## config.mk

```make
export PLATFORM = sky130hd
export DESIGN_NAME = sirv_pwm_irq_gateway
export DESIGN_NICKNAME = d
export VERILOG_FILES = /design/src/rtl/sirv_pwm_irq_gateway.sv
export SDC_FILE = /design/constraint.sdc
export NUM_CORES = 1
export LEC_CHECK = 0
export CAP_MARGIN = 20
export CORE_ASPECT_RATIO = 0.7
export CORE_MARGIN = 5
export CORE_UTILIZATION = 42
export DETAILED_ROUTE_END_ITERATION = 16
export PLACE_DENSITY = 0.93
export SKIP_LAST_GASP = 1
export SYNTH_ARGS = -nofsm -noshare
export SYNTH_HDL_FRONTEND = slang
export SYNTH_SLANG_ARGS = --single-unit
```

## constraint.sdc

```tcl
create_clock -name clk -period 2.9 [get_ports clk]
set_clock_uncertainty 0.15 [all_clocks]
set_input_delay 0.58 -clock clk [delete_from_list [all_inputs] [get_ports clk]]
set_output_delay 0.58 -clock clk [all_outputs]
set_load 0.02 [all_outputs]
```

## src/rtl/sirv_pwm_irq_gateway.sv

```systemverilog
// Interrupt gateway for the PWM8 interrupt bus: per-source sync, level/edge capture,
// pending/in-flight/deferred tracking, and a claim/complete register port on ICB.
module sirv_pwm_irq_gateway #(
  parameter int NSRC        = 4,
  parameter int SYNC_STAGES = 2
) (
  input  logic            clk,
  input  logic            rst_n,
  input  logic [NSRC-1:0] io_interrupts,
  input  logic            i_icb_cmd_valid,
  output logic            i_icb_cmd_ready,
  input  logic [31:0]     i_icb_cmd_addr,
  input  logic            i_icb_cmd_read,
  input  logic [31:0]     i_icb_cmd_wdata,
  output logic            i_icb_rsp_valid,
  input  logic            i_icb_rsp_ready,
  output logic [31:0]     i_icb_rsp_rdata,
  output logic            irq_o
);

  localparam logic [1:0] REG_ENABLE  = 2'd0;
  localparam logic [1:0] REG_EDGE    = 2'd1;
  localparam logic [1:0] REG_PENDING = 2'd2;
  localparam logic [1:0] REG_CLAIM   = 2'd3;

  // ---------------------------------------------------------------------------
  // Source synchronisation and request generation
  // ---------------------------------------------------------------------------
  logic [NSRC-1:0] s;
  logic [NSRC-1:0] s_d;
  logic [NSRC-1:0] req;

  generate
    if (SYNC_STAGES == 0) begin : g_nosync
      assign s = io_interrupts;
    end else begin : g_sync
      logic [NSRC-1:0] sync_q [SYNC_STAGES];

      always_ff @(posedge clk or negedge rst_n) begin
        if (!rst_n) begin
          for (int k = 0; k < SYNC_STAGES; k++) begin
            sync_q[k] <= '0;
          end
        end else begin
          sync_q[0] <= io_interrupts;
          for (int k = 1; k < SYNC_STAGES; k++) begin
            sync_q[k] <= sync_q[k-1];
          end
        end
      end

      assign s = sync_q[SYNC_STAGES-1];
    end
  endgenerate

  always_ff @(posedge clk or negedge rst_n) begin
    if (!rst_n) begin
      s_d <= '0;
    end else begin
      s_d <= s;
    end
  end

  // ---------------------------------------------------------------------------
  // Registers and per-source gateway state
  // ---------------------------------------------------------------------------
  logic [NSRC-1:0] enable_q;
  logic [NSRC-1:0] edge_q;
  logic [NSRC-1:0] pending_q;
  logic [NSRC-1:0] inflight_q;
  logic [NSRC-1:0] deferred_q;

  logic [NSRC-1:0] pending_n;
  logic [NSRC-1:0] inflight_n;
  logic [NSRC-1:0] deferred_n;

  // Edge mode uses the current synchronised sample against its one-cycle-old copy,
  // so rising detection costs no latency beyond the synchroniser itself.
  assign req = (edge_q & s & ~s_d) | (~edge_q & s);

  // ---------------------------------------------------------------------------
  // ICB command decode
  // Handshake: a command transfers on the cycle where cmd_valid & cmd_ready;
  // a response transfers on the cycle where rsp_valid & rsp_ready. rsp_valid
  // and rsp_rdata are held unchanged until that response transfer happens.
  // ---------------------------------------------------------------------------
  logic       cmd_fire;
  logic       rd_fire;
  logic       wr_fire;
  logic [1:0] reg_sel;
  logic       claim_cmd;
  logic       comp_cmd;
  logic [3:0] comp_id;

  assign i_icb_cmd_ready = ~i_icb_rsp_valid | i_icb_rsp_ready;
  assign cmd_fire        = i_icb_cmd_valid & i_icb_cmd_ready;
  assign rd_fire         = cmd_fire & i_icb_cmd_read;
  assign wr_fire         = cmd_fire & ~i_icb_cmd_read;
  assign reg_sel         = i_icb_cmd_addr[3:2];
  assign claim_cmd       = rd_fire & (reg_sel == REG_CLAIM);
  assign comp_cmd        = wr_fire & (reg_sel == REG_CLAIM);
  assign comp_id         = i_icb_cmd_wdata[3:0];

  // Only addr[3:2] and the low write-data bits carry meaning.
  logic unused_bits;
  assign unused_bits = ^{i_icb_cmd_addr, i_icb_cmd_wdata};

  // ---------------------------------------------------------------------------
  // Claim arbitration: lowest-index pending & enabled source wins
  // ---------------------------------------------------------------------------
  logic [NSRC-1:0] claimable;
  logic [3:0]      claim_id;
  logic [NSRC-1:0] claim_hit;
  logic [NSRC-1:0] comp_hit;

  assign claimable = pending_q & enable_q;

  always_comb begin
    claim_id = 4'd0;
    for (int i = NSRC - 1; i >= 0; i--) begin
      if (claimable[i]) begin
        claim_id = 4'(i + 1);
      end
    end
  end

  always_comb begin
    claim_hit = '0;
    comp_hit  = '0;
    for (int i = 0; i < NSRC; i++) begin
      claim_hit[i] = claim_cmd & (claim_id == 4'(i + 1));
      comp_hit[i]  = comp_cmd & (comp_id == 4'(i + 1)) & inflight_q[i];
    end
  end

  // ---------------------------------------------------------------------------
  // Gateway next-state
  // ---------------------------------------------------------------------------
  always_comb begin
    pending_n  = pending_q;
    inflight_n = inflight_q;
    deferred_n = deferred_q;
    for (int i = 0; i < NSRC; i++) begin
      if (claim_hit[i]) begin
        pending_n[i]  = 1'b0;
        inflight_n[i] = 1'b1;
      end
      if (comp_hit[i]) begin
        inflight_n[i] = 1'b0;
        if (deferred_q[i]) begin
          pending_n[i]  = 1'b1;
          deferred_n[i] = req[i] & edge_q[i];
        end else if (req[i] & edge_q[i]) begin
          // An edge landing on the completion cycle would otherwise be stranded.
          pending_n[i] = 1'b1;
        end
      end else if (req[i] & ~pending_q[i] & ~inflight_q[i]) begin
        pending_n[i] = 1'b1;
      end else if (req[i] & edge_q[i]) begin
        deferred_n[i] = 1'b1;
      end
    end
  end

  always_ff @(posedge clk or negedge rst_n) begin
    if (!rst_n) begin
      enable_q   <= '0;
      edge_q     <= '0;
      pending_q  <= '0;
      inflight_q <= '0;
      deferred_q <= '0;
    end else begin
      pending_q  <= pending_n;
      inflight_q <= inflight_n;
      deferred_q <= deferred_n;
      if (wr_fire && reg_sel == REG_ENABLE) begin
        enable_q <= i_icb_cmd_wdata[NSRC-1:0];
      end
      if (wr_fire && reg_sel == REG_EDGE) begin
        edge_q <= i_icb_cmd_wdata[NSRC-1:0];
      end
    end
  end

  // ---------------------------------------------------------------------------
  // Read data mux and registered response
  // ---------------------------------------------------------------------------
  logic [31:0] rd_mux;

  always_comb begin
    rd_mux = 32'd0;
    case (reg_sel)
      REG_ENABLE:  rd_mux[NSRC-1:0] = enable_q;
      REG_EDGE:    rd_mux[NSRC-1:0] = edge_q;
      REG_PENDING: rd_mux[NSRC-1:0] = pending_q;
      default:     rd_mux[3:0]      = claim_id;
    endcase
  end

  always_ff @(posedge clk or negedge rst_n) begin
    if (!rst_n) begin
      i_icb_rsp_valid <= 1'b0;
      i_icb_rsp_rdata <= 32'd0;
    end else begin
      if (cmd_fire) begin
        i_icb_rsp_valid <= 1'b1;
        i_icb_rsp_rdata <= i_icb_cmd_read ? rd_mux : 32'd0;
      end else if (i_icb_rsp_ready) begin
        i_icb_rsp_valid <= 1'b0;
      end
    end
  end

  always_ff @(posedge clk or negedge rst_n) begin
    if (!rst_n) begin
      irq_o <= 1'b0;
    end else begin
      irq_o <= |claimable;
    end
  end

endmodule

```

==> results of run 1 <==
-- logic make-up (layout without fill, tap and decap cells) --
logic type,Yosys count,in the layout,share of synthesized area (%)
other cells,1,28,0.190
mux,11,11,6.10
flops,38,38,48.3
compound gates,32,32,11.4
buf+inv,35,40,12.4
simple gates,74,74,21.7
-- worst max-delay path by stage --
stage / startpoint / endpoint
5_1_grt: i_icb_rsp_ready / i_icb_cmd_ready
3_5_place_dp: i_icb_rsp_ready / i_icb_cmd_ready
6_report: i_icb_rsp_ready / i_icb_cmd_ready
4_1_cts: i_icb_rsp_ready / i_icb_cmd_ready
3_3_place_gp: i_icb_rsp_ready / i_icb_cmd_ready
2_1_floorplan: i_icb_cmd_addr[3] / pending_q[2]
-- metrics by stage --
stage	total power, W	setup slack [ns]
floorplan	0.000997	0.888
detailed placement	0.00112	0.301
finish	0.00157	0.297
CTS	0.00158	0.292
global route	0.00166	0.248
global placement	0.00110	0.326
-- cell type report --
cell class / count / area, um2 / area share (%)
well taps: 55 / 68.8 / 3.02
multi-input cells: 145 / 876 / 38.4
repair buffers: 27 / 250 / 11.0
clock inverters: 3 / 45.0 / 1.98
clock buffers: 5 / 68.8 / 3.02
flip-flops and latches: 38 / 951 / 41.7
inverters: 5 / 18.8 / 0.824
-- Yosys cell counts (3+ instances only) --
| master | n | share of area, % |
|---|---|---|
| dfrtp_1 | 38 | 48 |
| buf_4 | 30 | 11 |
| nand2_1 | 24 | 4.6 |
| nor2_1 | 13 | 2.5 |
| a21oi_1 | 10 | 2.5 |
| mux2_2 | 8 | 4.6 |
| nand3_1 | 8 | 2.0 |
| inv_1 | 5 | 0.95 |
| nand2b_1 | 4 | 1.3 |
| o41ai_1 | 4 | 1.8 |
| a22o_1 | 3 | 1.3 |
| mux2i_1 | 3 | 1.5 |
| nor2b_1 | 3 | 0.95 |
| o21ai_0 | 3 | 0.76 |
-- power by group through the flow --
stage	clock, W	sequential [W]	combinational, W
after floorplan	0	0.000743	0.000254
after global placement	0	0.000747	0.000349
after detailed placement	0	0.000755	0.000363
after CTS	0.000464	0.000747	0.000368
after global routing	0.000485	0.000765	0.000410
final	0.000454	0.000752	0.000369
-- per-layer routing --
metal  part of all wire (%)  GRT usage [%]  wire (um)
met1                     44           19.6       1820
met2                     45           20.4       1870
met3                    9.7           4.57        407
met4                    1.9           6.48         81
met5                      0              0          0
-- flip-flops by register name, indices dropped and copies added, names as in the netlist --
name / cells
inflight_q: 4
pending_q: 4
edge_q: 4
g_sync.sync_q: 4
s_d: 4
i_icb_rsp_valid: 1
i_icb_rsp_rdata: 4
deferred_q: 4
enable_q: 4
irq_o: 1
s: 4
-- worst max-delay path, cell delays in order --
cell	delay, ns
clkdlybuf4s50_1	0.45
nor2b_4	0.22
inv_1	0.08
clkdlybuf4s50_1	0.55
==> summary.txt, run 1 <==
Outcome
  – Status: finished clean

Worst setup path
  – RR Startpoint: i_icb_rsp_valid
  – CP Capture Type: primary output
  – Critical Path Fanout Max: 6
  – Reg-to-Reg End: pending_q[2]
  – Worst reg2reg path depth: 6
  – CP arrival: 1.87 ns
  – Reg2Reg Setup Slack: 1.05 ns
  – Worst Setup Start Kind: input pin
  – CP required: 2.17 ns
  – Crit path kind: in -> out

Worst hold path
  – Hold path start: g_sync.sync_q[7]
  – Hold endpoint: s[3]
  – Hold Crit Depth: 0
  – Min-Delay Path Class: reg -> reg

GRT
  – Number of global-route vias before repair: 1373
  – First-pass GRT wire length: 6670 um
  – Largest net degree at the start of global routing: 39
  – Global-route usage over all layers: 14.2%
  – Initial antenna violation count: 0
  – GRT overflow: 0

Placed design
  – RePlAce Congestion: 0.875
  – Placement Cell Area: 2160 um2
  – Port Buffers: 21
  – HPWL Detailed: 3090 um
  – Dpl cells: 270

Power and ir drop
  – Sw frac: 33.1%
  – P_sw: 0.000521 W
  – Worst vdd ir: 0.276 mV
  – PD cells: 691 nW/um2
  – Leak Pwr: 0.984 nW
  – Combinational power share: 23.4%
  – Clk network pwr share: 28.8%
  – Flop pwr share: 47.7%
  – Internal: 0.00105 W

Synth
  – Synth Cell Area: 1970 um2
  – Yosys warns: 0
  – EDFF count, synth: 0
  – Synth Register Bits: 38
  – Post-synthesis area per instance: 10.3 um2
  – Cell variety after synth: 43
  – Ys flop type: dfrtp_1
  – FFs w/ async S/R, synth: 100%
  – Syn Inst Count: 191
  – Register area share after synthesis: 48.3%

Detailed routing
  – Post-route DRC: 0
  – Routed wire length: 4190 um
  – Initial drt markers: 134
  – Average vias per placed instance: 5.26
  – Pre-antenna DRT Iters: 4
  – Wire per inst: 15.1 um
  – Vias after detailed routing: 1462
  – ANT nets after route: 0

Finish
  – Layout cell share with drive strength beyond 1: 13.5%
  – Non-filler cells, final: 278
  – Synthesis-to-layout area growth: 15.7%
  – Layout fillers: 397
  – Most frequent cells in the layout: 38 x dfrtp_1, 28 x conb_1, 24 x nand2_1
  – Number of diodes: 0
  – Fin nets: 295
  – Most common cell after layout, fill and taps aside: dfrtp_1
  – Fin util: 51.4%
  – Layout Cell Area excl Fill: 2280 um2

STA
  – Setup TNS: 0 ns
  – Final Max Slew Viols: 0
  – Final setup viols: 0
  – Minimum clock period: 2.60 ns
  – Highest clock rate: 384 MHz
  – Fin crit share: 89.8%
  – Slew Limit Headroom: 44.3%
  – Worst slew pin tran: 0.836 ns
  – RSZ-0062 raised after global routing: false
  – Final Hold Fails: 0
  – Hold slack: 0.201 ns

Die
  – Die area: 6180 um2
  – # IOs: 108
  – Die width: 91.8 um
  – Core Rows: 20
  – Die H: 67.3 um
  – Core area: 4430 um2
  – Initial Utilization: 44.5%

CTS
  – CTS max path bufs: 2
  – CTS tree: done
  – Clk_lat worst skew: 0.30 ns
  – CTS H-tree lvls: 2
  – Post_cts resized: 0
  – Sink Count: 38
  – CTS Buf Count: 5
  – Cts hold-fix bufs: 0
  – Reg clk slew, reported paths: 0.08 ns
  – Clock root cell: clkbuf_8
  – Setup bufs post-CTS: 0

Job
  – Max Cap Viol: 0
Power figures use the tool's default switching activity.
==> run 2, diff against run 1 <==
--- a/config.mk
+++ b/config.mk
@@ -15,3 +15,4 @@
 export SYNTH_ARGS = -nofsm -noshare
 export SYNTH_HDL_FRONTEND = slang
 export SYNTH_SLANG_ARGS = --single-unit
+export TNS_END_PERCENT = 5
==> results of run 2 <==
No change in the layout: final DEF, timing and power equal those of run 1.
==> run 3, diff against run 2 <==
--- a/config.mk
+++ b/config.mk
@@ -9,6 +9,7 @@
 export CORE_ASPECT_RATIO = 0.7
 export CORE_MARGIN = 5
 export CORE_UTILIZATION = 42
+export CTS_CLUSTER_DIAMETER = 100
 export DETAILED_ROUTE_END_ITERATION = 16
 export PLACE_DENSITY = 0.93
 export SKIP_LAST_GASP = 1
==> constraint.sdc (replaced) <==
create_clock -name clk -period 2.9 [get_ports clk]
set_clock_uncertainty 0.15 [all_clocks]
set_input_delay 0.58 -clock clk [delete_from_list [all_inputs] [get_ports clk]]
set_output_delay 0.58 -clock clk [all_outputs]
set_load 0.005 [all_outputs]
==> summary.txt, run 3 (synthesis results as in run 1) <==
Outcome
  – Status: finished clean

Job
  – Max Cap Viol: 0 (unchanged)

STA
  – Fin crit share: 89.9% (+0.10 points)
  – Final setup viols: 0 (unchanged)
  – Worst slew pin tran: 0.810 ns (-0.0259 ns)
  – Highest clock rate: 384 MHz (-0.11%)
  – Setup TNS: 0 ns (unchanged)
  – RSZ-0062 raised after global routing: false
  – Final Hold Fails: 0 (unchanged)
  – Minimum clock period: 2.61 ns (+0.00296 ns)
  – Slew Limit Headroom: 46.0% (+1.7 points)
  – Final Max Slew Viols: 0 (unchanged)

Die
  – # IOs: 108 (unchanged)
  – Core area: 4430 um2 (unchanged)
  – Initial Utilization: 44.5% (unchanged)
  – Die area: 6180 um2 (unchanged)
  – Core Rows: 20 (unchanged)
  – Die width: 91.8 um (unchanged)
  – Die H: 67.3 um (unchanged)

Finish
  – Most common cell after layout, fill and taps aside: dfrtp_1
  – Layout cell share with drive strength beyond 1: 13.5% (unchanged)
  – Fin nets: 295 (unchanged)
  – Fin util: 52.1% (+0.65 points)
  – Synthesis-to-layout area growth: 17.2%
  – Number of diodes: 0 (unchanged)
  – Most frequent cells in the layout: 38 x dfrtp_1, 28 x conb_1, 24 x nand2_1
  – Non-filler cells, final: 278 (unchanged)

Placed design
  – HPWL Detailed: 3100 um (+0.20%)
  – Dpl cells: 270 (unchanged)
  – Port Buffers: 21 (unchanged)
  – RePlAce Congestion: 0.865 (-1.1%)

Worst setup path
  – RR Startpoint: enable_q[1]
  – Critical Path, Cell by Cell: clkdlybuf4s50_1, nor2b_4, inv_1, clkdlybuf4s50_1
  – CP Capture Type: primary output
  – CP dominant cell by count: clkdlybuf4s50_1
  – CP arrival: 1.88 ns (about the same)
  – Worst Setup Start Kind: input pin
  – Worst reg2reg path depth: 4 (-2)
  – Crit path launch: i_icb_rsp_ready
  – Critical-path top delay cell: clkdlybuf4s50_1
  – Reg-to-Reg End: i_icb_rsp_rdata[2]
  – Slowest stage delay, CP: 0.48 ns (-0.07 ns)
  – Critical Path Sink: i_icb_cmd_ready
  – CP required: 2.17 ns (about the same)
  – Critical Path Fanout Max: 6 (unchanged)
  – Crit path kind: in -> out
  – Reg2Reg Setup Slack: 1.08 ns (+0.03 ns)

CTS
  – Setup bufs post-CTS: 0 (unchanged)
  – Cts hold-fix bufs: 0 (unchanged)
  – CTS max path bufs: 2 (unchanged)
  – Clk_lat worst skew: 0.30 ns (about the same)
  – CTS H-tree lvls: 2 (unchanged)
  – Reg clk slew, reported paths: 0.07 ns (about the same)
  – CTS Buf Count: 5 (unchanged)
  – Clock root cell: clkbuf_8
  – CTS tree: done
  – Post_cts resized: 0 (unchanged)
  – Sink Count: 38 (unchanged)

Power and ir drop
  – Leak Pwr: 1.01 nW (+2.1%)
  – Worst vdd ir: 0.221 mV (-20%)
  – PD cells: 705 nW/um2 (+2.0%)

Detailed routing
  – Post-route DRC: 0 (unchanged)
  – Pre-antenna DRT Iters: 5 (+1)
  – Wire per inst: 14.6 um (-3.0%)
  – Routed wire length: 4060 um (-3.0%)
  – Vias after detailed routing: 1450 (-0.82%)
  – ANT nets after route: 0 (unchanged)
  – Average vias per placed instance: 5.22 (-0.82%)
  – Initial drt markers: 98 (-27%)

GRT
  – Largest net degree at the start of global routing: 39 (unchanged)
  – Global-route usage over all layers: 14.0% (-0.22 points)
  – First-pass GRT wire length: 6620 um (-0.72%)
  – Number of global-route vias before repair: 1400 (+2.0%)
  – Initial antenna violation count: 0 (unchanged)
  – GRT overflow: 0 (unchanged)

Worst hold path
  – Min-Delay Path Class: reg -> reg
-- run 3: changes by cell type in the layout (fill, tap and decap cells not counted) --
| cell | previous run | this run |
|---|---|---|
| clkbuf_8 | 5 | 6 |
| bufinv_16 | 1 | 2 |
| clkinvlp_4 | 2 | 0 |
-- run 3: area by class of cell --
| class | instances | area, um2 |
|---|---|---|
| fillers | 391 | 2120 |
| flip-flops and latches | 38 | 951 |
| multi-input cells | 145 | 876 |
| repair buffers | 27 | 250 |
| clock buffers | 6 | 82.6 |
| well taps | 55 | 68.8 |
| clock inverters | 2 | 60.1 |
| inverters | 5 | 18.8 |
-- run 3: report_power, final --
group          internal [W]  leakage [nW]  switching, W  total, W
Combinational      0.000163         0.502      0.000156  0.000319
Clock              0.000367        0.0714      0.000193  0.000560
Sequential         0.000634         0.432      0.000113  0.000747
-- run 3: how the worst min path moves through the flow --
stage,from,endpoint,slack (ns),cells past startpoint
4_1_cts,g_sync.sync_q[5],s[1],0.20,0
5_1_grt,g_sync.sync_q[7],s[3],0.21,0
3_5_place_dp,g_sync.sync_q[7],s[3],0.19,0
3_3_place_gp,g_sync.sync_q[7],s[3],0.18,0
6_report,g_sync.sync_q[5],s[1],0.20,0
2_1_floorplan,rst_n,deferred_q[0],0.13,0
-- run 3: critical path: cells and delay by family --
family	cells	cell delay [ns]
buffers and inverters	3	1.07
and+or+nand+nor	1	0.22
-- run 3: metrics by stage --
stage                     hold slack (ns)  area (um2)  worst slack [ns]  total power [W]
after floorplan                     0.134        2070             0.893         0.000950
after global placement              0.181        2160             0.334          0.00105
after detailed placement            0.186        2160             0.284          0.00107
after CTS                           0.203        2310             0.284          0.00163
after global routing                0.207        2310             0.247          0.00171
final                               0.199        2310             0.294          0.00163
-- run 3: routing by layer --
layer,GRT usage [%],routed length (um),vias up
li1,-,-,684
met1,18.0,1800,696
met2,20.6,1780,62
met3,4.68,400,8
met4,8.15,84,0
met5,0,0,-
==> RTL edit 1, RTL diff (config.mk and constraints of run 2) <==
Register the output `irq_o` once more; this adds one clock of latency there. The other outputs are not delayed to match.
--- a/src/rtl/sirv_pwm_irq_gateway.sv
+++ b/src/rtl/sirv_pwm_irq_gateway.sv
@@ -24,4 +24,6 @@
   localparam logic [1:0] REG_CLAIM   = 2'd3;
 
+  logic irq_s0;
+
   // ---------------------------------------------------------------------------
   // Source synchronisation and request generation
@@ -214,8 +216,12 @@
   always_ff @(posedge clk or negedge rst_n) begin
     if (!rst_n) begin
-      irq_o <= 1'b0;
-    end else begin
-      irq_o <= |claimable;
-    end
+      irq_s0 <= 1'b0;
+    end else begin
+      irq_s0 <= |claimable;
+    end
+  end
+
+  always_ff @(posedge clk) begin
+    irq_o <= irq_s0;
   end
 
Behaviour: not the same (a bounded check fails within 10 cycles, from zero or initial values and one cycle with rst_n low).
==> RTL edit 1 against run 2 <==
Sequential cell count rose by 1; highest routed layer unchanged; total power decreased by 5.9%; synthesized area grew 1.0%; largest power group unchanged; first-iteration DRC count is 8.2% lower; final area is 0.38% lower; routed wire length shrank 5.6%; setup slack improved by 22 ps; non-clock buffer count did not move; utilization down 2.9 points.
==> RTL edit 1: results <==
set metrics [dict create \
    wl_met3_um 291 \
    synthTopCellsByCount "38 x dfrtp_1, 30 x buf_4, 24 x nand2_1" \
    dp_hpwl_um 3040 \
    grt_max_degree 39 \
    tightestPinTransition_ps 836 \
    crit_fanout 6 \
    hold_slack_ps 196 \
    layout-drive-gt1-share_pct 13.0 \
    status "completed" \
    wire_per_inst_um 14.1 \
    dr_wl_met2_um 1750 \
    ys_top_cells_by_area "dfrtp_1 48%, buf_4 11%, mux2_2 4.5%, nand2_1 4.5%, a21oi_1 2.5%" \
    synthFlopType "dfrtp_1" \
    vias_per_cell 5.17 \
    min_to "irq_o$_DFF_P_" \
    via_count 1447 \
    setup_tns_ps 0 \
    min-delay-start "irq_s0$_DFF_PN0_" \
    reg2reg_depth 6 \
    synth_cell_types 44 \
    grt_pass1_wl_um 6490 \
    place_congestion 0.865 \
    dp_cells 273 \
    m1WireLength_um 1840 \
    syn-mean-instance-area_um2 10.4 \
    crit_arrival_ps 1850 \
    cp-end-kind "primary output" \
    antenna_found_initial 0 \
    yosysSeqAreaShare_pct 48.8 \
    placed_cell_area_um2 2190 \
    pre_cts_ws_ps 324 \
    grt.total_usage_pct 13.7 \
    layout.nets 296 \
    period_share_pct 89.0 \
    use_met1_pct 18.5 \
    critPathLaunch "i_icb_rsp_ready" \
    hold_class "reg -> reg" \
    timing.rr.end "pending_q[2]$_DFF_PN0_" \
    grt_use_met2_pct 20.3 \
    endpoint "i_icb_cmd_ready" \
    grt_use_met3_pct 4.23 \
    drt_iter0_markers 123 \
    clockRootBuffer "clkbuf_8" \
    insertedDiodeCount 0 \
    irDropWorstVdd_uv 270 \
    leakage_nw 0.986 \
    grt_pass1_vias 1337 \
    synthArstFlopShare_pct 97.4 \
    clk_pin_slew_ps 70 \
]
[RTL edit 1: cell count changes after synthesis, sizes merged]
cell   before  now
dfxtp       0    1
[RTL edit 1: critical path: stages]
cell	delay, ps
clkdlybuf4s50_1	440
nor2b_4	210
inv_1	80
clkdlybuf4s50_1	540
[RTL edit 1: report_power, final]
part	switching [W]	internal [W]	leakage [nW]
logic	0.000200	0.000164	0.502
clock network	0.000185	0.000164	0.0440
registers	0.000116	0.000654	0.440
total	0.000500	0.000982	0.986
[RTL edit 1: cell type report]
cell class	count	area, um^2
Clock buffer	5	68.8
Clock inverter	2	13.8
Fill cell	429	2410
Inverter	5	18.8
Multi-Input combinational cell	145	876
Sequential cell	39	971
Tap cell	57	71.3
Timing Repair Buffer	27	250
[RTL edit 1: logic make-up after synthesis]
family	after synthesis	share of synthesized area, %
other cells	1	0.188
flops	39	48.8
buf+inv	35	12.3
simple gates	74	21.4
compound gates	32	11.3
mux	11	6.04
==> RTL edit 2, RTL diff (config.mk and constraints of run 2) <==
Made on the original files. Set the parameter `SYNC_STAGES` to 8 (it was 2).
--- a/src/rtl/sirv_pwm_irq_gateway.sv
+++ b/src/rtl/sirv_pwm_irq_gateway.sv
@@ -3,5 +3,5 @@
 module sirv_pwm_irq_gateway #(
   parameter int NSRC        = 4,
-  parameter int SYNC_STAGES = 2
+  parameter int SYNC_STAGES = 8
 ) (
   input  logic            clk,
Function: changed (Yosys sat finds a counterexample within 10 cycles, from zero or initial values and one cycle with rst_n low).
==> RTL edit 2 against run 2 <==
Count of clock-buffer cells in the layout is 5 higher; die area increased by 24%; synthesized cell count rose by 12%; global-route usage fell by 1.5 points; fmax is 1.6% lower; total power up 42%; first-iteration DRC count down 53%; setup slack worse by 42 ps; routed wire length grew 2.8%; final area increased by 28%; sequential cell count increased by 24; synthesized area rose by 28%; largest cell class unchanged.
==> RTL edit 2: results <==
set metrics [dict create \
    use_met1_pct 16.7 \
    m1WireLength_um 1940 \
    dp_cells 309 \
    layout-drive-gt1-share_pct 14.8 \
    grt_max_degree 30 \
    hold_class "in -> async" \
    final_cells 325 \
    powerComb_w 0.000342 \
    ys_top_cells_by_area "dfrtp_1 61%, buf_4 8.3%, mux2_2 4.9%, nand2_1 4.0%, nand3_1 2.2%" \
    syn-mean-instance-area_um2 11.8 \
    synthTopCellsByCount "62 x dfrtp_1, 28 x buf_4, 27 x nand2_1" \
    grt_use_met2_pct 18.7 \
    p_seq_share_pct 49.0 \
    irDropWorstVdd_uv 401 \
    p_sw_share_pct 27.4 \
    crit_fanout 5 \
    fill_cells 513 \
    via_count 1574 \
    insertion_delay_ps 330 \
    grt_pass1_wl_um 7420 \
    status "completed" \
    dr_wl_met2_um 1930 \
    drt_iter0_markers 63 \
    wl_met3_um 413 \
    tightestPinTransition_ps 625 \
    reg2reg_depth 4 \
]
[RTL edit 2: per-stage QoR]
step                      hold WS (ps)  util [%]  instance area [um^2]  setup WS [ps]
after floorplan                    134         -                  2630            944
after global placement             183      46.8                  2710            272
after detailed placement           186      46.8                  2710            264
after CTS                          119      50.5                  2920            252
after global routing               158      50.5                  2920            203
final                              110      50.5                  2920            254
[RTL edit 2: logic make-up (layout without fill, tap and decap cells)]
| kind of cell | count (synthesis) | after routing | synth area share [%] |
|---|---|---|---|
| and+or+nand+nor | 72 | 72 | 14.8 |
| other | 1 | 28 | 0.149 |
| DFF | 62 | 62 | 61.4 |
| buffers and inverters | 39 | 48 | 11.0 |
| muxes | 12 | 12 | 5.30 |
| AOI/OAI and AO/OA | 28 | 28 | 7.38 |
[RTL edit 2: cell type report]
cell class              instances  share of cell area [%]
flip-flops and latches         62                    53.1
multi-input cells             140                    27.3
repair buffers                 26                    8.30
clock buffers                  10                    4.37
well taps                      75                    3.21
clock inverters                 6                    2.95
inverters                       6                   0.771
